<file path="config.mk">
export PLATFORM = sky130hd
export DESIGN_NAME = kamus_mem_stage_flat
export DESIGN_NICKNAME = d
export VERILOG_FILES = /design/src/rtl/kamus_pkg.sv /design/src/rtl/kamus_mem_stage_if.sv /design/src/rtl/kamus_lsu_align.sv /design/src/rtl/kamus_mem_stage.sv /design/src/flat_wrapper.sv
export SDC_FILE = /design/constraint.sdc
export NUM_CORES = 1
export LEC_CHECK = 0
export ABC_AREA = 1
export CORE_MARGIN = 2
export CORE_UTILIZATION = 32
export CTS_BUF_LIST = sky130_fd_sc_hd__clkbuf_16
export CTS_CLUSTER_SIZE = 30
export DETAILED_ROUTE_END_ITERATION = 8
export SYNTH_ARGS = -nofsm -noshare
export SYNTH_HDL_FRONTEND = slang
export SYNTH_HIERARCHICAL = 1
export SYNTH_SLANG_ARGS = --single-unit
</file>
<file path="constraint.sdc">
create_clock -name clk_i -period 7.35 [get_ports clk_i]
set_input_delay 1.1025 -clock clk_i [delete_from_list [all_inputs] [get_ports clk_i]]
set_output_delay 1.1025 -clock clk_i [all_outputs]
set_load 0.01 [all_outputs]
</file>
<file path="src/rtl/kamus_pkg.sv">
// Shared types and helpers for the kamus core memory stage.
//   operation_e     : 6-bit operation code delivered by EX
//   mem_state_e     : memory stage FSM states (IDLE, REQ, RESP)
//   mem_size_e      : access width of a load/store
//   instr_decoded_t : bundle captured while a memory access is in flight
//   WB_SEL_*        : write-back source select encodings
//   is_load / is_store / mem_size : operation classification helpers
package kamus_pkg;

   typedef enum logic [5:0] {
      OP_NOP   = 6'h00,
      OP_ADD   = 6'h01,
      OP_SUB   = 6'h02,
      OP_AND   = 6'h03,
      OP_OR    = 6'h04,
      OP_XOR   = 6'h05,
      OP_SLL   = 6'h06,
      OP_SRL   = 6'h07,
      OP_SRA   = 6'h08,
      OP_SLT   = 6'h09,
      OP_SLTU  = 6'h0A,
      OP_LUI   = 6'h0B,
      OP_AUIPC = 6'h0C,
      OP_JAL   = 6'h0D,
      OP_JALR  = 6'h0E,
      OP_LB    = 6'h10,
      OP_LBU   = 6'h11,
      OP_LH    = 6'h12,
      OP_LHU   = 6'h13,
      OP_LW    = 6'h14,
      OP_SB    = 6'h18,
      OP_SH    = 6'h19,
      OP_SW    = 6'h1A
   } operation_e;

   typedef enum logic [1:0] {
      IDLE = 2'd0,
      REQ  = 2'd1,
      RESP = 2'd2
   } mem_state_e;

   typedef enum logic [1:0] {
      SIZE_BYTE = 2'd0,
      SIZE_HALF = 2'd1,
      SIZE_WORD = 2'd2
   } mem_size_e;

   localparam logic [1:0] WB_SEL_ALU = 2'd0;
   localparam logic [1:0] WB_SEL_MEM = 2'd1;
   localparam logic [1:0] WB_SEL_PC  = 2'd2;
   localparam logic [1:0] WB_SEL_IMM = 2'd3;

   typedef struct packed {
      operation_e  op;
      logic [31:0] ex_result;
      logic [4:0]  rd_addr;
      logic [31:0] next_pc;
      logic        regfile_wr_en;
      logic [1:0]  wb_mux_sel;
   } instr_decoded_t;

   function automatic logic is_load(input operation_e op);
      return (op == OP_LB) || (op == OP_LBU) || (op == OP_LH) ||
             (op == OP_LHU) || (op == OP_LW);
   endfunction

   function automatic logic is_store(input operation_e op);
      return (op == OP_SB) || (op == OP_SH) || (op == OP_SW);
   endfunction

   // Non-memory operations report word size; callers qualify with is_load/is_store.
   function automatic mem_size_e mem_size(input operation_e op);
      mem_size_e size;
      case (op)
         OP_LB, OP_LBU, OP_SB: size = SIZE_BYTE;
         OP_LH, OP_LHU, OP_SH: size = SIZE_HALF;
         default:              size = SIZE_WORD;
      endcase
      return size;
   endfunction

endpackage

</file>
<file path="src/rtl/kamus_mem_stage_if.sv">
// L1D request/grant/response bus between the memory stage and the data cache.
//   req/gnt     : request handshake; request fields are stable until gnt
//   we/be/addr/wdata : request fields (addr is word aligned)
//   rvalid/rdata: response, one per granted request (loads and stores)
// master: memory stage side; slave: cache side.
interface kamus_mem_stage_if;
   logic        req;
   logic        gnt;
   logic        we;
   logic [3:0]  be;
   logic [31:0] addr;
   logic [31:0] wdata;
   logic        rvalid;
   logic [31:0] rdata;

   modport master (
      output req, we, be, addr, wdata,
      input  gnt, rvalid, rdata
   );

   modport slave (
      input  req, we, be, addr, wdata,
      output gnt, rvalid, rdata
   );
endinterface

</file>
<file path="src/rtl/kamus_lsu_align.sv">
// Combinational load/store lane formatting.
//   op         : operation being formatted
//   addr_lo    : effective address bits [1:0]
//   rs2        : store source data
//   rdata      : raw word returned by the cache
//   be         : byte enables (all ones for loads)
//   wdata      : store data replicated across lanes
//   load_data  : rdata shifted to bit 0 and sign/zero extended
//   misaligned : memory op whose address is not naturally aligned
module kamus_lsu_align
   import kamus_pkg::*;
(
   input  operation_e  op,
   input  logic [1:0]  addr_lo,
   input  logic [31:0] rs2,
   input  logic [31:0] rdata,
   output logic [3:0]  be,
   output logic [31:0] wdata,
   output logic [31:0] load_data,
   output logic        misaligned
);

   mem_size_e   size;
   logic [31:0] shifted;

   assign size    = mem_size(op);
   assign shifted = rdata >> {addr_lo, 3'b000};

   // Each lane picks the store byte it carries: byte ops replicate rs2[7:0],
   // half ops alternate the two low bytes, word ops pass straight through.
   for (genvar gi = 0; gi < 4; gi++) begin : g_lane
      assign wdata[8*gi +: 8] = (size == SIZE_BYTE) ? rs2[7:0] :
                                (size == SIZE_HALF) ? rs2[8*(gi%2) +: 8] :
                                                      rs2[8*gi +: 8];
   end

   always_comb begin
      be = 4'hF;
      if (is_store(op)) begin
         case (size)
            SIZE_BYTE: be = 4'b0001 << addr_lo;
            SIZE_HALF: be = 4'b0011 << addr_lo;
            default:   be = 4'hF;
         endcase
      end
   end

   always_comb begin
      load_data = shifted;
      case (op)
         OP_LB:   load_data = {{24{shifted[7]}}, shifted[7:0]};
         OP_LBU:  load_data = {24'h0, shifted[7:0]};
         OP_LH:   load_data = {{16{shifted[15]}}, shifted[15:0]};
         OP_LHU:  load_data = {16'h0, shifted[15:0]};
         default: load_data = shifted;
      endcase
   end

   always_comb begin
      misaligned = 1'b0;
      if (is_load(op) || is_store(op)) begin
         case (size)
            SIZE_WORD: misaligned = (addr_lo != 2'b00);
            SIZE_HALF: misaligned = addr_lo[0];
            default:   misaligned = 1'b0;
         endcase
      end
   end

endmodule

</file>
<file path="src/rtl/kamus_mem_stage.sv">
// Memory stage of the kamus pipeline.
// Accepts the EX bundle, issues at most one outstanding load/store on the L1D
// bus, formats the result and hands a registered bundle to WB.
//   clk_i, rst_ni        : clock, asynchronous active-low reset
//   ex_valid_i/ex_ready_o: EX handshake; ready only when idle and WB slot free
//   operation_i .. wb_mux_sel_i : EX bundle fields
//   dmem                 : L1D request/grant/response bus (master side)
//   wb_valid_o/wb_ready_i: WB handshake; WB fields hold until consumed
//   wb_data_o .. exc_addr_o : registered WB bundle and exception flags
module kamus_mem_stage
   import kamus_pkg::*;
#(
   parameter int unsigned RESP_TIMEOUT = 16
) (
   input  logic                clk_i,
   input  logic                rst_ni,
   input  logic                ex_valid_i,
   output logic                ex_ready_o,
   input  operation_e          operation_i,
   input  logic [31:0]         ex_result_i,
   input  logic [31:0]         rs2_data_i,
   input  logic [4:0]          rd_addr_i,
   input  logic [31:0]         next_pc_i,
   input  logic                l1d_wr_en_i,
   input  logic                regfile_wr_en_i,
   input  logic [1:0]          wb_mux_sel_i,
   kamus_mem_stage_if.master   dmem,
   output logic                wb_valid_o,
   input  logic                wb_ready_i,
   output logic [31:0]         wb_data_o,
   output logic [4:0]          rd_addr_o,
   output logic                regfile_wr_en_o,
   output logic [1:0]          wb_mux_sel_o,
   output logic [31:0]         next_pc_o,
   output logic                misaligned_o,
   output logic                bus_err_o,
   output logic [31:0]         exc_addr_o
);

   localparam int CNT_W = $clog2(RESP_TIMEOUT + 2);

   mem_state_e     state_reg, state_next;
   instr_decoded_t bundle_reg;
   logic [CNT_W-1:0] cnt_reg;

   logic        req_reg, we_reg;
   logic [3:0]  be_reg;
   logic [31:0] addr_reg, wdata_reg;

   logic        wb_valid_reg, wr_en_reg, misaligned_reg, bus_err_reg;
   logic [31:0] wb_data_reg, next_pc_reg, exc_addr_reg;
   logic [4:0]  rd_reg;
   logic [1:0]  mux_reg;

   logic        accept, ex_is_mem, timeout_hit, resp_done;
   operation_e  align_op;
   logic [1:0]  align_lo;
   logic [3:0]  align_be;
   logic [31:0] align_wdata, align_load;
   logic        align_misaligned;

   assign ex_ready_o = (state_reg == IDLE) && (!wb_valid_reg || wb_ready_i);
   assign accept     = ex_valid_i && ex_ready_o;
   assign ex_is_mem  = is_load(operation_i) || is_store(operation_i);

   // While idle the aligner formats the incoming store / checks alignment;
   // once an access is in flight it formats the returning load data.
   assign align_op = (state_reg == IDLE) ? operation_i : bundle_reg.op;
   assign align_lo = (state_reg == IDLE) ? ex_result_i[1:0] : bundle_reg.ex_result[1:0];

   kamus_lsu_align u_align (
      .op         (align_op),
      .addr_lo    (align_lo),
      .rs2        (rs2_data_i),
      .rdata      (dmem.rdata),
      .be         (align_be),
      .wdata      (align_wdata),
      .load_data  (align_load),
      .misaligned (align_misaligned)
   );

   // The counter value is the number of completed RESP cycles without a
   // response, so the error fires at the end of the RESP_TIMEOUT-th cycle.
   assign timeout_hit = (RESP_TIMEOUT != 0) && (state_reg == RESP) && !dmem.rvalid &&
                        (cnt_reg == CNT_W'(RESP_TIMEOUT - 1));
   assign resp_done   = (state_reg == RESP) && dmem.rvalid;

   always_ff @(posedge clk_i or negedge rst_ni) begin
      if (!rst_ni) state_reg <= IDLE;
      else         state_reg <= state_next;
   end

   always_comb begin
      state_next = state_reg;
      case (state_reg)
         IDLE:    if (accept && ex_is_mem && !align_misaligned) state_next = REQ;
         REQ:     if (dmem.gnt) state_next = RESP;
         RESP:    if (resp_done || timeout_hit) state_next = IDLE;
         default: state_next = IDLE;
      endcase
   end

   always_ff @(posedge clk_i or negedge rst_ni) begin
      if (!rst_ni) begin
         bundle_reg     <= '0;
         cnt_reg        <= '0;
         req_reg        <= 1'b0;
         we_reg         <= 1'b0;
         be_reg         <= 4'h0;
         addr_reg       <= 32'h0;
         wdata_reg      <= 32'h0;
         wb_valid_reg   <= 1'b0;
         wb_data_reg    <= 32'h0;
         rd_reg         <= 5'h0;
         wr_en_reg      <= 1'b0;
         mux_reg        <= 2'h0;
         next_pc_reg    <= 32'h0;
         misaligned_reg <= 1'b0;
         bus_err_reg    <= 1'b0;
         exc_addr_reg   <= 32'h0;
      end else begin
         if (wb_valid_reg && wb_ready_i) wb_valid_reg <= 1'b0;

         case (state_reg)
            IDLE: begin
               if (accept) begin
                  if (ex_is_mem && !align_misaligned) begin
                     bundle_reg <= '{op: operation_i, ex_result: ex_result_i,
                                     rd_addr: rd_addr_i, next_pc: next_pc_i,
                                     regfile_wr_en: regfile_wr_en_i,
                                     wb_mux_sel: wb_mux_sel_i};
                     req_reg   <= 1'b1;
                     we_reg    <= is_store(operation_i);
                     be_reg    <= align_be;
                     addr_reg  <= {ex_result_i[31:2], 2'b00};
                     wdata_reg <= align_wdata;
                  end else begin
                     // Non-memory op or misaligned access completes in one cycle.
                     wb_valid_reg   <= 1'b1;
                     wb_data_reg    <= ex_result_i;
                     rd_reg         <= rd_addr_i;
                     wr_en_reg      <= regfile_wr_en_i && !ex_is_mem;
                     mux_reg        <= wb_mux_sel_i;
                     next_pc_reg    <= next_pc_i;
                     misaligned_reg <= ex_is_mem;
                     bus_err_reg    <= 1'b0;
                     exc_addr_reg   <= ex_is_mem ? ex_result_i : 32'h0;
                  end
               end
            end
            REQ: begin
               if (dmem.gnt) begin
                  req_reg <= 1'b0;
                  cnt_reg <= '0;
               end
            end
            RESP: begin
               if (resp_done || timeout_hit) begin
                  wb_valid_reg   <= 1'b1;
                  rd_reg         <= bundle_reg.rd_addr;
                  mux_reg        <= bundle_reg.wb_mux_sel;
                  next_pc_reg    <= bundle_reg.next_pc;
                  misaligned_reg <= 1'b0;
                  cnt_reg        <= '0;
                  if (resp_done) begin
                     wb_data_reg  <= is_store(bundle_reg.op) ? bundle_reg.ex_result : align_load;
                     wr_en_reg    <= bundle_reg.regfile_wr_en && !is_store(bundle_reg.op);
                     bus_err_reg  <= 1'b0;
                     exc_addr_reg <= 32'h0;
                  end else begin
                     wb_data_reg  <= bundle_reg.ex_result;
                     wr_en_reg    <= 1'b0;
                     bus_err_reg  <= 1'b1;
                     exc_addr_reg <= bundle_reg.ex_result;
                  end
               end else begin
                  cnt_reg <= cnt_reg + 1'b1;
               end
            end
            default: ;
         endcase
      end
   end

   assign dmem.req   = req_reg;
   assign dmem.we    = we_reg;
   assign dmem.be    = be_reg;
   assign dmem.addr  = addr_reg;
   assign dmem.wdata = wdata_reg;

   assign wb_valid_o      = wb_valid_reg;
   assign wb_data_o       = wb_data_reg;
   assign rd_addr_o       = rd_reg;
   assign regfile_wr_en_o = wr_en_reg;
   assign wb_mux_sel_o    = mux_reg;
   assign next_pc_o       = next_pc_reg;
   assign misaligned_o    = misaligned_reg;
   assign bus_err_o       = bus_err_reg;
   assign exc_addr_o      = exc_addr_reg;

   // Decode's store indication must agree with the operation code.
   a_store_flag: assert property (@(posedge clk_i) disable iff (!rst_ni)
      ex_valid_i |-> (l1d_wr_en_i == is_store(operation_i)));

endmodule

</file>
<file path="src/flat_wrapper.sv">
// flat-port wrapper written by rule: the top's interface ports become plain ports
module kamus_mem_stage_flat import kamus_pkg::*;
#(
   parameter int unsigned RESP_TIMEOUT = 16
)
  (clk_i, rst_ni, ex_valid_i, ex_ready_o, operation_i, ex_result_i, rs2_data_i, rd_addr_i, next_pc_i, l1d_wr_en_i, regfile_wr_en_i, wb_mux_sel_i, wb_valid_o, wb_ready_i, wb_data_o, rd_addr_o, regfile_wr_en_o, wb_mux_sel_o, next_pc_o, misaligned_o, bus_err_o, exc_addr_o, dmem_req, dmem_we, dmem_be, dmem_addr, dmem_wdata, dmem_gnt, dmem_rvalid, dmem_rdata);
  kamus_mem_stage_if dmem_i ();
  input  logic clk_i;
  input  logic rst_ni;
  input  logic ex_valid_i;
  output logic ex_ready_o;
  input  operation_e operation_i;
  input  logic [31:0] ex_result_i;
  input  logic [31:0] rs2_data_i;
  input  logic [4:0] rd_addr_i;
  input  logic [31:0] next_pc_i;
  input  logic l1d_wr_en_i;
  input  logic regfile_wr_en_i;
  input  logic [1:0] wb_mux_sel_i;
  output logic wb_valid_o;
  input  logic wb_ready_i;
  output logic [31:0] wb_data_o;
  output logic [4:0] rd_addr_o;
  output logic regfile_wr_en_o;
  output logic [1:0] wb_mux_sel_o;
  output logic [31:0] next_pc_o;
  output logic misaligned_o;
  output logic bus_err_o;
  output logic [31:0] exc_addr_o;
  output wire logic [$bits(dmem_i.req)-1:0] dmem_req;
  output wire logic [$bits(dmem_i.we)-1:0] dmem_we;
  output wire logic [$bits(dmem_i.be)-1:0] dmem_be;
  output wire logic [$bits(dmem_i.addr)-1:0] dmem_addr;
  output wire logic [$bits(dmem_i.wdata)-1:0] dmem_wdata;
  input wire logic [$bits(dmem_i.gnt)-1:0] dmem_gnt;
  input wire logic [$bits(dmem_i.rvalid)-1:0] dmem_rvalid;
  input wire logic [$bits(dmem_i.rdata)-1:0] dmem_rdata;
  assign dmem_req = dmem_i.req;
  assign dmem_we = dmem_i.we;
  assign dmem_be = dmem_i.be;
  assign dmem_addr = dmem_i.addr;
  assign dmem_wdata = dmem_i.wdata;
  assign dmem_i.gnt = dmem_gnt;
  assign dmem_i.rvalid = dmem_rvalid;
  assign dmem_i.rdata = dmem_rdata;
  kamus_mem_stage #(.RESP_TIMEOUT(RESP_TIMEOUT)) u_core (.clk_i(clk_i), .rst_ni(rst_ni), .ex_valid_i(ex_valid_i), .ex_ready_o(ex_ready_o), .operation_i(operation_i), .ex_result_i(ex_result_i), .rs2_data_i(rs2_data_i), .rd_addr_i(rd_addr_i), .next_pc_i(next_pc_i), .l1d_wr_en_i(l1d_wr_en_i), .regfile_wr_en_i(regfile_wr_en_i), .wb_mux_sel_i(wb_mux_sel_i), .dmem(dmem_i), .wb_valid_o(wb_valid_o), .wb_ready_i(wb_ready_i), .wb_data_o(wb_data_o), .rd_addr_o(rd_addr_o), .regfile_wr_en_o(regfile_wr_en_o), .wb_mux_sel_o(wb_mux_sel_o), .next_pc_o(next_pc_o), .misaligned_o(misaligned_o), .bus_err_o(bus_err_o), .exc_addr_o(exc_addr_o));
endmodule
</file>
==> results.cfg, run 1 <==
[timing]
rsz0062_at_grt = no
maxSlewHeadroom = 0.313
hold_viol = 0
maxSlewViolCount = 0
finalSetupTns_ns = 0
finalSetupViolations = 0
fmax_ghz = 0.196
worst_pin_slew_ns = 1.03
finalCritPeriodShare = 0.695
finalClockSkew_ns = 0.0222
fin_crit_ns = 5.11

[critical_path]
endpoint_kind = flop
path_buf_inv = 7
rr_worst_depth = 16
cp.required_ns = 7.83
cp_max_fo = 66
slowest_stage = inv_2
critPathLaunchType = input port
worstPathArrival_ns = 5.59
crit_top_cell = inv_1
crit_family = buffers and inverters
crit_path_max_incr_delay_ns = 0.73
worstPathCellList = clkdlybuf4s50_1, inv_1, o21ai_0, inv_1, nand3_4, nand2_2, inv_2, nand2_2, a21oi_1, inv_1, nand3_1, nand2_4, inv_2, buf_12, nand2_1, nand2_1
worst-setup-path-type = input port to flop
crit_cells = 16

[pwr]
ir_drop_mv = 0.187
p_leak_nw = 8.29
p_seq_frac = 0.314
pwr-share-comb = 0.483
internal_power_w = 0.00417
clock_power_share = 0.203
power_switching_w = 0.00286
swShare = 0.406
p_per_area_mw_per_mm2 = 427

[layout]
syn2layout_area_growth_pct = 33.1
fin_nets = 2085
final_layout_size_suffix_gt1_frac = 0.0497
largest_reg_flops = 78
fin_util = 0.429
nFillCells = 3948

[synthesis]
synth.area.top_cells = dfrtp_1, nand2_1, nand3_1
netlist.area_leader.share = 0.465
synthArstFlopShare = 1.00
synth_edf_count = 0
avgSynthCellArea_um2 = 7.23
yosysMostFrequentCell = nand2_1
synth_largest_area_cell = dfrtp_1
synth.ff_latch_count = 230
synthDistinctLibCells = 34
syn_inst = 1711
seq_area_frac_synth = 0.465
yosys_warnings = 6
synthTopCellsByCount = nand2_1, dfrtp_1, nand3_1, inv_1, o21ai_0
netlist_area_mm2 = 0.0124
ys.flop_type = dfrtp_1

[clock_tree]
clk_pin_slew_ns = 0.06
h-tree-depth = 1
post_cts_buffers = 0
cts.path.max_buffers = 3
root_buffer = clkbuf_16
clock-sinks = 230
cts_buffers = 28
postCtsResizedCells = 0
insertion_delay_ns = 0.56
cts_tree = yes
cts_hold_buf = 0

[placed_design]
gp_congestion = 0.852
place_hpwl_um = 27500
io_buffers = 323

[worst_hold_path]
hp-class = flop to flop
whs_path_depth = 2

[route]
vias = 11683
drc_errors = 0
ant_nets = 0
routed_via_density = 4.72
wire_per_inst_um = 16.3
dr.first_iter.drc_count = 965
dr.pass1.iters = 7
routed_wl_um = 40300

[die]
core_mm2 = 0.0384
die_w_um = 201
boundaryPins = 327
num_rows = 72
initial_core_util = 0.322
die_height_um = 201
fp.dieArea_mm2 = 0.0402

[grt]
grt_max_degree = 87
grt_pass1_wl_um = 64900
antenna_found_initial = 2
grt-ovfl-total = 0
grt.total_usage = 0.200
grt_pass1_vias = 11374

[flow_run]
drv_cap = 0

[status]
status = complete, no violations
## worst min-delay path, stage by stage (launching register included)
cell and delay (ns):
dfrtp_1 0.34, nand2_1 0.05, nand2_1 0.05
## per-layer routing
| layer | global-route usage | part of all wire | vias to the layer above |
|---|---|---|---|
| met5 | 0 | 0 | - |
| met2 | 0.316 | 0.45 | 383 |
| met1 | 0.279 | 0.46 | 5463 |
| li1 | - | - | 5776 |
| met4 | 0.0585 | 0.026 | 0 |
| met3 | 0.0373 | 0.064 | 61 |
## cell type report
cell class              instances  area, um2  share of cell area
multi-input cells            1187       5190               0.315
diodes                          2       5.00            0.000304
well taps                     518        648              0.0394
flip-flops and latches        230       5760               0.350
clock buffers                  28        701              0.0426
inverters                     149        562              0.0341
repair buffers                338       3360               0.204
clock inverters                21        236              0.0144
## power groups by stage
stage,clock [W],sequential [W],combinational [W]
2_1_floorplan,0,0.00233,0.00186
3_3_place_gp,0,0.00222,0.00337
3_5_place_dp,0,0.00222,0.00342
4_1_cts,0.00147,0.00221,0.00343
5_1_grt,0.00152,0.00229,0.00377
6_report,0.00143,0.00221,0.00339
## cells in the final DEF (no fill, tap or decap), types with 3 or more instances in the layout
cell | netlist | routed
buf_4 | 49 | 14
nor2_2 | 3 | 3
mux2i_1 | 3 | 3
o21ai_1 | 78 | 79
nor3_1 | 3 | 3
dfrtp_1 | 230 | 230
nand2_2 | 6 | 6
clkdlybuf4s50_1 | 0 | 322
nand2_4 | 2 | 4
nand2_1 | 733 | 731
inv_2 | 13 | 13
bufinv_16 | 0 | 5
clkinv_2 | 0 | 4
a22oi_1 | 7 | 7
nor2_4 | 3 | 3
clkbuf_16 | 0 | 28
o21ai_2 | 5 | 6
nor2_1 | 22 | 22
a21oi_1 | 11 | 11
o211ai_1 | 7 | 7
inv_1 | 136 | 138
nand3_1 | 197 | 197
o21ai_0 | 90 | 88
nand3_2 | 3 | 3
clkinv_1 | 0 | 6
## final timing paths
| check | endpoint | slack, ns | startpoint |
|---|---|---|---|
| max | u_core/exc_addr_o[13] | 2.24 | operation_i[1] |
| min | u_core/dmem.wdata[0] | 0.47 | u_core/dmem.wdata[0] |
| max reg2reg | u_core/exc_addr_o[13] | 2.62 | u_core/state_reg[1] |
| min reg2reg | u_core/dmem.wdata[0] | 0.47 | u_core/dmem.wdata[0] |
| max in group asynchronous | u_core/bundle_reg[12] | 5.24 | rst_ni |
| min in group asynchronous | u_core/dmem.wdata[18] | 0.55 | rst_ni |
## metrics by stage
stage	instances	hold WS, ns	area, um2	power (W)	worst slack (ns)
after floorplan	1712	0.441	12400	0.00419	4.21
after global placement	2422	0.454	15500	0.00559	1.69
after detailed placement	2422	0.459	15500	0.00564	1.69
after CTS	2471	0.475	16500	0.00712	2.24
after global routing	2473	0.494	16500	0.00758	1.79
final	2473	0.471	16500	0.00703	2.24
## logic make-up after synthesis
kind of cell               count (synthesis)  share of synthesized area
AOI/OAI and AO/OA                        203                     0.0874
xor gates and xnor gates                   1                   0.000708
muxes                                      3                    0.00243
buffers and inverters                    295                      0.117
DFF                                      230                      0.465
other                                      1                   0.000303
adders and majority gates                  2                    0.00202
and+or+nand+nor                          976                      0.325
Note: power is estimated with default switching activity, not from simulation.
==> inputs of run 2 (changes only) <==
==> constraint.sdc (replaced) <==
create_clock -name clk_i -period 4.8 [get_ports clk_i]
set_input_delay 0.72 -clock clk_i [delete_from_list [all_inputs] [get_ports clk_i]]
set_output_delay 0.72 -clock clk_i [all_outputs]
set_load 0.01 [all_outputs]
==> results.cfg, run 2 (synthesis results as in run 1) <==
[route]
routed_via_density = 4.71
routed_wl_um = 40700
wire_per_inst_um = 16.4
vias = 11716
ant_nets = 0
dr.pass1.iters = 5
drc_errors = 0
dr.first_iter.drc_count = 870

[clock_tree]
cts_hold_buf = 0
cts.path.max_buffers = 3
post_cts_buffers = 0
h-tree-depth = 1
cts_tree = yes
clock-sinks = 230
cts_buffers = 29
postCtsResizedCells = 0
clk_pin_slew_ns = 0.06
insertion_delay_ns = 0.56
root_buffer = clkbuf_16

[critical_path]
rr_worst_depth = 16
worstPathCellList = inv_2, nand2_2, o21ai_0, inv_1, nor2_2, nand3_1, nand2_2, nand2_4, nand2_2, a21oi_1, inv_1, nand3_1, nand2_4, buf_4, nand2_1, nand2_1
reg2reg_from = u_core/state_reg[1]
ff2ff_setup_slack_ns = 1.03
cp.required_ns = 5.29
path_buf_inv = 4
cp_max_fo = 50
crit_path_max_incr_delay_ns = 0.51
worst-setup-path-type = flop to flop
worstPathArrival_ns = 4.26
crit_family = simple AND/OR/NAND/NOR gates
crit_top_cell = nand2_2
critPathLaunchType = flop
r2r-end = u_core/wb_data_o[30]
slowest_stage = buf_4
endpoint_kind = flop

[status]
status = complete, no violations

[placed_design]
io_buffers = 323
postPlaceCellArea_mm2 = 0.0156
gp_congestion = 0.873
place_hpwl_um = 27900

[die]
fp.dieArea_mm2 = 0.0402
initial_core_util = 0.322
core_mm2 = 0.0384
num_rows = 72
die_w_um = 201
boundaryPins = 327
die_height_um = 201

[timing]
rsz0062_at_grt = no
fmax_ghz = 0.265
worst_pin_slew_ns = 1.25
hold_viol = 0
finalSetupTns_ns = 0
finalSetupViolations = 0
maxSlewViolCount = 0
maxSlewHeadroom = 0.165
finalClockSkew_ns = 0.0119
finalCritPeriodShare = 0.785
fin_crit_ns = 3.77

[grt]
grt_pass1_wl_um = 65500
grt_pass1_vias = 11497
grt_max_degree = 107
grt.total_usage = 0.202
antenna_found_initial = 5
grt-ovfl-total = 0

[layout]
nFillCells = 3985
register_area_mm2 = 0.00576
multiInputGateArea_mm2 = 0.00519
final_cell_mix = nand2_1, clkdlybuf4s50_1, dfrtp_1, nand3_1, inv_1
final_layout_size_suffix_gt1_frac = 0.0514
mostFrequentLayoutCell = nand2_1
fin_nets = 2093
final_area_mm2 = 0.0165
syn2layout_area_growth_pct = 33.4
largest_reg_flops = 78

[flow_run]
drv_cap = 0

[worst_hold_path]
hp-class = input port to async pin

[pwr]
p_per_area_mw_per_mm2 = 646
ir_drop_mv = 0.411
p_leak_nw = 8.33
-- run 2: changes by cell type in the layout (fill, tap and decap cells not counted), sizes merged --
cell | previous run | this run
buf | 16 | 23
bufinv | 5 | 1
inv | 153 | 160
clkbuf | 28 | 29
diode | 2 | 4
-- run 2: stage by stage --
| stage | util | total power [W] | hold WS, ns | std cells | setup slack [ns] |
|---|---|---|---|---|---|
| 5_1_grt | 0.430 | 0.0115 | 0.226 | 2485 | 0.789 |
| 6_report | 0.430 | 0.0106 | 0.175 | 2486 | 1.03 |
| 3_3_place_gp | 0.407 | 0.00862 | 0.456 | 2429 | 0.679 |
| 4_1_cts | 0.430 | 0.0108 | 0.206 | 2482 | 1.09 |
| 3_5_place_dp | 0.407 | 0.00870 | 0.459 | 2429 | 0.587 |
| 2_1_floorplan | - | 0.00642 | 0.424 | 1712 | 2.04 |
-- run 2: worst max-delay path by stage --
stage | startpoint | end | slack [ns] | cells after the start
CTS | u_core/state_reg[1] | u_core/wb_data_o[30] | 1.09 | 16
finish | u_core/state_reg[1] | u_core/wb_data_o[30] | 1.03 | 16
floorplan | operation_i[1] | u_core/state_reg[0] | 2.04 | 15
global route | u_core/state_reg[1] | u_core/exc_addr_o[11] | 0.79 | 16
global placement | operation_i[2] | u_core/wb_data_o[16] | 0.68 | 16
detailed placement | operation_i[3] | u_core/exc_addr_o[16] | 0.59 | 16
-- run 2: final cells by class --
class,count,area share
flip-flops and latches,230,0.349
multi-input cells,1187,0.314
repair buffers,345,0.210
clock buffers,29,0.0440
well taps,518,0.0393
inverters,149,0.0341
clock inverters,24,0.00857
diodes,4,0.000607
-- run 2: metal layers --
metal  vias up  global-route usage  wire [um]
met1      5468               0.279      18500
met4         2              0.0616       1260
met5         -                   0         13
met2       366               0.318      18400
met3        65              0.0416       2480
li1       5815                   -          -
-- run 2: where the power goes --
part / total (W) / switching (W) / internal, W
Combinational: 0.00525 / 0.00299 / 0.00226
Clock: 0.00202 / 0.000874 / 0.00114
Sequential: 0.00338 / 0.000533 / 0.00285
==> inputs of run 3 (changes only) <==
==> constraint.sdc (replaced) <==
create_clock -name clk_i -period 3.4 [get_ports clk_i]
set_input_delay 0.51 -clock clk_i [delete_from_list [all_inputs] [get_ports clk_i]]
set_output_delay 0.51 -clock clk_i [all_outputs]
set_load 0.01 [all_outputs]
==> results.cfg, run 3 (synthesis results as in run 1) <==
[status]
status = complete, no violations

[route]
dr_wl_met2_um = 18500
dr.pass1.iters = 6
ant_nets = 0
routed_via_density = 4.70
wl_met1_um = 18500
dr.first_iter.drc_count = 817
wire_per_inst_um = 16.3
top_layer = met4
routed_wl_um = 40700
wl_met3_um = 2490
drc_errors = 0
vias = 11720

[die]
core_mm2 = 0.0384
die_w_um = 201
die_height_um = 201
boundaryPins = 327
num_rows = 72
initial_core_util = 0.322
fp.dieArea_mm2 = 0.0402

[placed_design]
place_hpwl_um = 28400
postPlaceCellArea_mm2 = 0.0158
placed_cells = 2442
gp_congestion = 0.846
io_buffers = 323

[flow_run]
drv_cap = 0

[worst_hold_path]
whs_path_depth = 2
hp-class = flop to flop

[grt]
grt-ovfl-total = 0
grt_pass1_wl_um = 65200
antenna_found_initial = 6
grt.total_usage = 0.201
grt_max_degree = 88
grt_pass1_vias = 11607

[layout]
mostFrequentLayoutCell = nand2_1
largest_reg_flops = 78
syn2layout_area_growth_pct = 34.7
final_cell_mix = nand2_1, clkdlybuf4s50_1, dfrtp_1, nand3_1, inv_1
fin_nets = 2106
final_area_mm2 = 0.0167
final_layout_size_suffix_gt1_frac = 0.0559
fin_util = 0.434
final_cells = 2493

[timing]
hold_viol = 0
fin_crit_ns = 2.89
finalSetupTns_ns = 0
rsz0062_at_grt = no
finalSetupViolations = 0
finalClockSkew_ns = 0.0106
maxSlewViolCount = 0
fmax_ghz = 0.346
worst_pin_slew_ns = 0.806
finalCritPeriodShare = 0.849
maxSlewHeadroom = 0.463

[clock_tree]
clk_pin_slew_ns = 0.06
root_buffer = clkbuf_16
clock-sinks = 230
insertion_delay_ns = 0.55
cts.path.max_buffers = 3
cts_buffers = 28
h-tree-depth = 1
cts_tree = yes
postCtsResizedCells = 0

[critical_path]
critPathLaunchType = flop
cp.required_ns = 3.84
worstPathArrival_ns = 3.33
rr_worst_depth = 16
worst-setup-path-type = flop to flop
cp_max_fo = 20
endpoint_kind = flop

[pwr]
p_per_area_mw_per_mm2 = 908
p_leak_nw = 8.40
power_w = 0.0151
ir_drop_mv = 0.408
[run 3: area by class of cell]
type,count,area (um2)
flip-flops and latches,230,5760
inverters,149,562
repair buffers,359,3670
diodes,6,15.0
multi-input cells,1187,5190
clock buffers,29,726
clock inverters,15,91.3
fillers,3954,21700
well taps,518,648
[run 3: metrics by stage]
| step | setup slack, ns | hold WS, ns |
|---|---|---|
| floorplan | 0.673 | 0.214 |
| global placement | 0.253 | 0.453 |
| detailed placement | 0.252 | 0.458 |
| CTS | 0.518 | 0.473 |
| global route | 0.171 | 0.495 |
| finish | 0.512 | 0.471 |
[run 3: worst max-delay path, stage by stage (launching register included)]
cell and delay (ns):
dfrtp_1 0.43, inv_2 0.08, nand2_2 0.20, inv_2 0.12, nand2_1 0.07, o21ai_1 0.12, inv_2 0.32, nand3_1 0.14
o21ai_2 0.09, or2_1 0.47, nand3_1 0.15, inv_1 0.09, nand3_1 0.17, nand3_1 0.14, nand2_1 0.07, nand2_1 0.07
nand2_1 0.05
[run 3: report_power, final]
| group | switching [W] | internal (W) | leakage (nW) | total, W |
|---|---|---|---|---|
| registers | 0.000770 | 0.00402 | 2.90 | 0.00479 |
| logic | 0.00425 | 0.00333 | 5.09 | 0.00758 |
| clock network | 0.00116 | 0.00159 | 0.416 | 0.00275 |
[run 3: what timing repair did]
| action | CTS | global route |
|---|---|---|
| hold buffers | 1 | 0 |
| hold endpoints to repair | 3 | 0 |
| setup buffers | 0 | 0 |
[run 3: path summary, 6_finish.rpt]
check                                      start                    end  slack, ns
setup / recovery             u_core/state_reg[1]   u_core/wb_data_o[16]       0.51
hold / removal             u_core/dmem.wdata[18]  u_core/dmem.wdata[18]       0.47
min in group asynchronous                 rst_ni  u_core/dmem.wdata[18]       0.57
max in group asynchronous                 rst_ni  u_core/bundle_reg[52]       1.85
setup reg to reg             u_core/state_reg[1]   u_core/wb_data_o[16]       0.51
hold reg to reg            u_core/dmem.wdata[18]  u_core/dmem.wdata[18]       0.47
[run 3: routing by layer]
layer  GRT usage  up-vias
li1            -     5833
met1       0.276     5426
met2       0.316      387
met3      0.0352       74
met4      0.0778        0
met5           0        -
==> edit 1 (settings of run 3) <==
`RESP_TIMEOUT` is set to 16 in 2 places; all go to 8.
--- a/src/rtl/kamus_mem_stage.sv
+++ b/src/rtl/kamus_mem_stage.sv
@@ -10,7 +10,7 @@
 module kamus_mem_stage
    import kamus_pkg::*;
 #(
-   parameter int unsigned RESP_TIMEOUT = 16
+   parameter int unsigned RESP_TIMEOUT = 8
 ) (
    input  logic                clk_i,
    input  logic                rst_ni,
--- a/src/flat_wrapper.sv
+++ b/src/flat_wrapper.sv
@@ -1,7 +1,7 @@
 // flat-port wrapper written by rule: the top's interface ports become plain ports
 module kamus_mem_stage_flat import kamus_pkg::*;
 #(
-   parameter int unsigned RESP_TIMEOUT = 16
+   parameter int unsigned RESP_TIMEOUT = 8
 )
   (clk_i, rst_ni, ex_valid_i, ex_ready_o, operation_i, ex_result_i, rs2_data_i, rd_addr_i, next_pc_i, l1d_wr_en_i, regfile_wr_en_i, wb_mux_sel_i, wb_valid_o, wb_ready_i, wb_data_o, rd_addr_o, regfile_wr_en_o, wb_mux_sel_o, next_pc_o, misaligned_o, bus_err_o, exc_addr_o, dmem_req, dmem_we, dmem_be, dmem_addr, dmem_wdata, dmem_gnt, dmem_rvalid, dmem_rdata);
   kamus_mem_stage_if dmem_i ();
Behaviour: same outputs for any inputs over 4 cycles, from zero or initial values and one cycle with rst_ni low; that may be too few to reach the edited logic, so the function may still have changed.
==> edit 1 against run 3 <==
Clock skew rose by 0.0090 ns; fmax fell by 4.3%; wire length fell by 1.0%; sequential cell count fell by 1; count of clock-buffer cells in the layout fell by 2; worst setup slack got worse by 0.13 ns; clock power rose by 8.0%; utilization rose by 0.35 points; final area rose by 1.5%; total power fell by 22%; sequential power fell by 9.8%; synthesized area rose by 1.2%; largest power group unchanged; highest routed layer is now met5.
==> edit 1: results (changes against run 3) <==
[clock_tree]
numCtsBuffers = 27  ; -3.6%

[routing]
wirelength_um = 40300  ; -1.0%
num_vias = 11700  ; -0.29%
firstDrtPassIters = 7  ; +1
first_iter_violations = 615  ; -25%

[finish]
final_layout_size_suffix_gt1_share_pct = 6.77  ; +1.2 points
nFillCells = 3870  ; -2.1%
fin_nets = 2108  ; +0.095%
fin_cells = 2501  ; +0.32%

[logic_synthesis]
netlist_instances = 1705  ; -0.35%
synth.area.top_cells = dfrtp_1 (46%), nand2_1 (16%), inv_1 (7.3%), o21ai_0 (5.9%), nand3_1 (5.3%)
synth-compound-area-share_pct = 13.6  ; +4.8 points
synth.distinct_cells = 34  ; unchanged
synthTopCellsByCount = nand2_1 (525), inv_1 (243), dfrtp_1 (229), o21ai_0 (148), nand3_1 (132)
synth_xor_area_share_pct = 0.0700  ; -0.00084 points
muxShareOfSynthArea_pct = 0  ; -0.24 points
synthAdderAreaFrac_pct = 0.100  ; -0.10 points
seq_area_frac_synth_pct = 45.8  ; -0.75 points

[hold_path]
worstHoldStart = dmem_rvalid
hold_class = in2reg
holdPathStages = 4  ; +2
hold_path_end = u_core/cnt_reg[2]$_DFFE_PN0P_

[place]
post_dp_cell_area_sq_mm = 0.0160  ; +1.1%
dp_hpwl_um = 28400  ; +0.14%
dp_slack_ns = 0.179  ; -0.0723 ns
placedCellCount = 2446  ; +0.16%
gp_congestion = 0.840  ; -0.70%

[outcome]
status = completed

[power_and_ir_drop]
p_leak_nw = 8.47  ; +0.84%
max-vdd-ir-drop_v = 0.000453  ; +11%
switching_share_pct = 34.4  ; -6.4 points
p_clk_share_pct = 25.3  ; +7.1 points
p_per_area_mw_per_mm2 = 696  ; -23%
combPwrFrac_pct = 38.0  ; -12 points

[sta]
worstMarginPinSlew_ns = 0.674  ; -0.132 ns
fin_skew_ns = 0.0196  ; +0.00900 ns
holdWs_ns = 0.403  ; -0.0684 ns

[setup_path]
crit_arrival_ns = 3.44  ; +0.11 ns
r2r_slack_ns = 0.38  ; -0.13 ns
critPathMaxFanout = 36  ; +80%
cp_slowest_stage_delay_ns = 0.45  ; -0.02 ns
regToRegEndpoint = u_core/exc_addr_o[8]$_DFFE_PN0P_
reg2regPathDepth = 16  ; unchanged
crit_path_top_delay_cell = dfrtp_1

[global_routing]
grt_pass1_wl_um = 63200  ; -3.1%
grt_pass1_vias = 11400  ; -1.4%
grt_usage_pct = 19.5  ; -0.62 points

-- edit 1: final cells by class --
type | count | area (sq um) | share of cell area (%)
Sequential cell | 229 | 5730 | 33.9
Multi-Input combinational cell | 1084 | 4970 | 29.4
Timing Repair Buffer | 365 | 3710 | 22.0
Inverter | 251 | 942 | 5.57
Clock buffer | 27 | 676 | 4.00
Tap cell | 518 | 648 | 3.83
Clock inverter | 22 | 223 | 1.32
Antenna cell | 5 | 12.5 | 0.0740
-- edit 1: routing by layer --
layer  track usage (%)  routed length (um)  part of all wire, %  vias up
met2              31.5               18500                   46      403
li1                  -                   -                    -     5809
met3              4.73                2890                  7.2       79
met5                 0                  27                0.067        -
met4              6.99                1370                  3.4        4
met1              25.3               17500                   43     5391
-- edit 1: worst max-delay path by stage --
stage,start,endpoint,slack (ns),cells after the start
after floorplan,u_core/state_reg[0]$_DFFE_PN0P_,u_core/bundle_reg[30]$_DFFE_PN0P_,0.60,15
after global placement,operation_i[1],u_core/wb_data_o[27]$_DFFE_PN0P_,0.16,15
after detailed placement,operation_i[1],u_core/wb_data_o[25]$_DFFE_PN0P_,0.18,15
after CTS,u_core/state_reg[1]$_DFFE_PN0P_,u_core/wb_data_o[30]$_DFFE_PN0P_,0.35,17
after global routing,u_core/state_reg[1]$_DFFE_PN0P_,u_core/wb_data_o[12]$_DFFE_PN0P_,0.07,17
final,u_core/state_reg[1]$_DFFE_PN0P_,u_core/exc_addr_o[8]$_DFFE_PN0P_,0.38,16
-- edit 1: worst max-delay path, delay by kind of cell, from the launching register on --
family / cells / cell delay (ns)
flops: 1 / 0.45
buf+inv: 5 / 0.67
compound gates: 3 / 0.47
simple gates: 8 / 1.25
-- edit 1: repair_timing --
item                                    4_1_cts  5_1_grt
endpoints found under the setup margin        0        0
hold endpoints to repair                     65        0
hold buffers                                  1        0
==> edit 2 (settings of run 3) <==
Without the edit above. Reset style: synchronous (`rst_ni`), changed in 2 clocked blocks. Comments in the files are not updated.
--- a/src/rtl/kamus_mem_stage.sv
+++ b/src/rtl/kamus_mem_stage.sv
@@ -85,7 +85,7 @@
                         (cnt_reg == CNT_W'(RESP_TIMEOUT - 1));
    assign resp_done   = (state_reg == RESP) && dmem.rvalid;
 
-   always_ff @(posedge clk_i or negedge rst_ni) begin
+   always_ff @(posedge clk_i) begin
       if (!rst_ni) state_reg <= IDLE;
       else         state_reg <= state_next;
    end
@@ -100,7 +100,7 @@
       endcase
    end
 
-   always_ff @(posedge clk_i or negedge rst_ni) begin
+   always_ff @(posedge clk_i) begin
       if (!rst_ni) begin
          bundle_reg     <= '0;
          cnt_reg        <= '0;
Behaviour: differs if rst_ni is asserted again (counterexample within 4 cycles, from zero or initial values and one cycle with rst_ni low); with rst_ni held inactive, the same outputs for 4 cycles.
==> edit 2 against run 3 <==
Global-route usage grew 1.7 points; first-iteration DRC count decreased by 16%; final area shrank 2.1%; sequential cell count is the same; highest routed layer is now met5; critical path depth shrank 2; wire length grew 7.4%; fmax shrank 3.3%; synthesized area down 3.6%; sequential share of layout area fell by 6.3 points; worst setup slack got worse by 0.099 ns; via count is 7.5% higher.
Power is not compared: it rests on default switching activity, and its combinational part moved more than twofold at a synthesized area within 25%.
==> edit 2: results (changes against run 3) <==
[logic_synthesis]
seq_area_frac_synth_pct = 38.6  ; -7.9 points
synthAdderAreaFrac_pct = 0.210  ; +0.0077 points
synth.distinct_cells = 33  ; -2.9%
synth-compound-area-share_pct = 10.4  ; +1.7 points
muxShareOfSynthArea_pct = 0  ; -0.24 points
synthTopCellsByCount = nand2_1 (651), dfxtp_1 (230), nor2_1 (204), nand3_1 (195), a21oi_1 (162)
synth_xor_area_share_pct = 0  ; -0.071 points
ys_dominant_reg_cell = dfxtp_1
synth.area.top_cells = dfxtp_1 (39%), nand2_1 (21%), nand3_1 (8.2%), a21oi_1 (6.8%), nor2_1 (6.4%)

[global_routing]
antenna_found_initial = 2  ; -4
grt_usage_pct = 21.8  ; +1.7 points
grt_pass1_wl_um = 66600  ; +2.2%
grt_max_degree = 81  ; -8.0%
grt_pass1_vias = 11800  ; +1.7%

[sta]
fin_skew_ns = 0.0145  ; +0.00391 ns
relSlewSlack_pct = 39.1  ; -7.2 points

[clock_tree]
insertion_delay_ns = 0.57  ; +0.02 ns
numCtsBuffers = 29  ; +3.6%

[place]
dp_hpwl_um = 30500  ; +7.3%
gp_congestion = 0.892  ; +5.5%
post_dp_cell_area_sq_mm = 0.0153  ; -3.1%

[outcome]
status = completed

[routing]
post_drt_wl_per_cell_um = 16.8  ; +3.2%
first_iter_violations = 684  ; -16%
num_vias = 12600  ; +7.5%
firstDrtPassIters = 5  ; -1

[finish]
final_layout_size_suffix_gt1_share_pct = 6.02  ; +0.44 points
fin_nets = 2253  ; +7.0%
diodes = 0  ; -6

[hold_path]
hold_class = in2reg

-- edit 2: changes by cell type after synthesis, moves of 61 or more --
| cell | run 3 | this run |
|---|---|---|
| nor2_1 | 22 | 204 |
| a21oi_1 | 11 | 162 |
| dfxtp_1 | 0 | 230 |
| dfrtp_1 | 230 | 0 |
| nand2_1 | 733 | 651 |
| o21ai_0 | 90 | 29 |
-- edit 2: routing by layer --
layer | track usage (%) | wire, um | part of all wire, % | vias to the layer above
met5 | 0 | 26 | 0.060 | -
met4 | 6.85 | 1280 | 2.9 | 4
met3 | 5.51 | 3520 | 8.0 | 62
met2 | 35.3 | 19600 | 45 | 428
met1 | 28.5 | 19300 | 44 | 5756
li1 | - | - | - | 6347
-- edit 2: metrics by stage --
stage	hold slack [ns]	std cells	util, %	setup slack [ns]
final	0.393	2593	44.5	0.413
after global routing	0.421	2593	44.5	0.187
after CTS	0.379	2593	44.5	0.456
after detailed placement	0.453	2539	41.9	0.145
after global placement	0.447	2539	41.9	0.219
after floorplan	0.431	1866	-	0.571
-- edit 2: layout make-up --
class,count,area (sq um)
inverters,115,439
repair buffers,372,3750
multi-input cells,1354,5960
fillers,3750,20300
flip-flops and latches,230,4600
well taps,468,586
clock inverters,25,250
clock buffers,29,726
-- edit 2: kinds of logic (layout without fill, tap and decap cells) --
family / after synthesis / after routing
other: 1 / 2
buffers and inverters: 282 / 541
flip-flops: 230 / 230
AND/OR/NAND/NOR: 1111 / 1111
adder cells (fa/ha/maj): 2 / 2
AO/OA/AOI/OAI: 239 / 239
-- edit 2: worst paths after layout --
kind | start | endpoint | slack (ns) | depth (start not counted)
worst max-delay path | u_core/state_reg[0]$_SDFFE_PN0P_ | u_core/dmem.wdata[4]$_SDFFE_PN0P_ | 0.41 | 14
worst min-delay path | rst_ni | u_core/bundle_reg[9]$_SDFFE_PN0P_ | 0.39 | 3
worst max register to register | u_core/state_reg[0]$_SDFFE_PN0P_ | u_core/dmem.wdata[4]$_SDFFE_PN0P_ | 0.41 | 14
worst min register to register | u_core/bus_err_o$_SDFFE_PN0P_ | u_core/bus_err_o$_SDFFE_PN0P_ | 0.46 | 2
-- edit 2: report_power, final --
| part | switching, W | internal, W |
|---|---|---|
| combinational | 0.000718 | 0.000621 |
| clock | 0.00127 | 0.00192 |
| sequential | 0.0000752 | 0.00283 |
| total | 0.00206 | 0.00538 |
-- edit 2: critical path, cell delays in order (launching register included) --
cell and delay [ns]:
dfxtp_1 0.39, inv_2 0.08, nand2_2 0.28, o21ai_0 0.18, buf_4 0.17, nor2_4 0.15
nand2_1 0.09, nand2_1 0.18, nand3_1 0.12, a21oi_1 0.22, inv_1 0.17, nand3_4 0.17
buf_12 0.32, nand2_1 0.13, a21oi_1 0.18
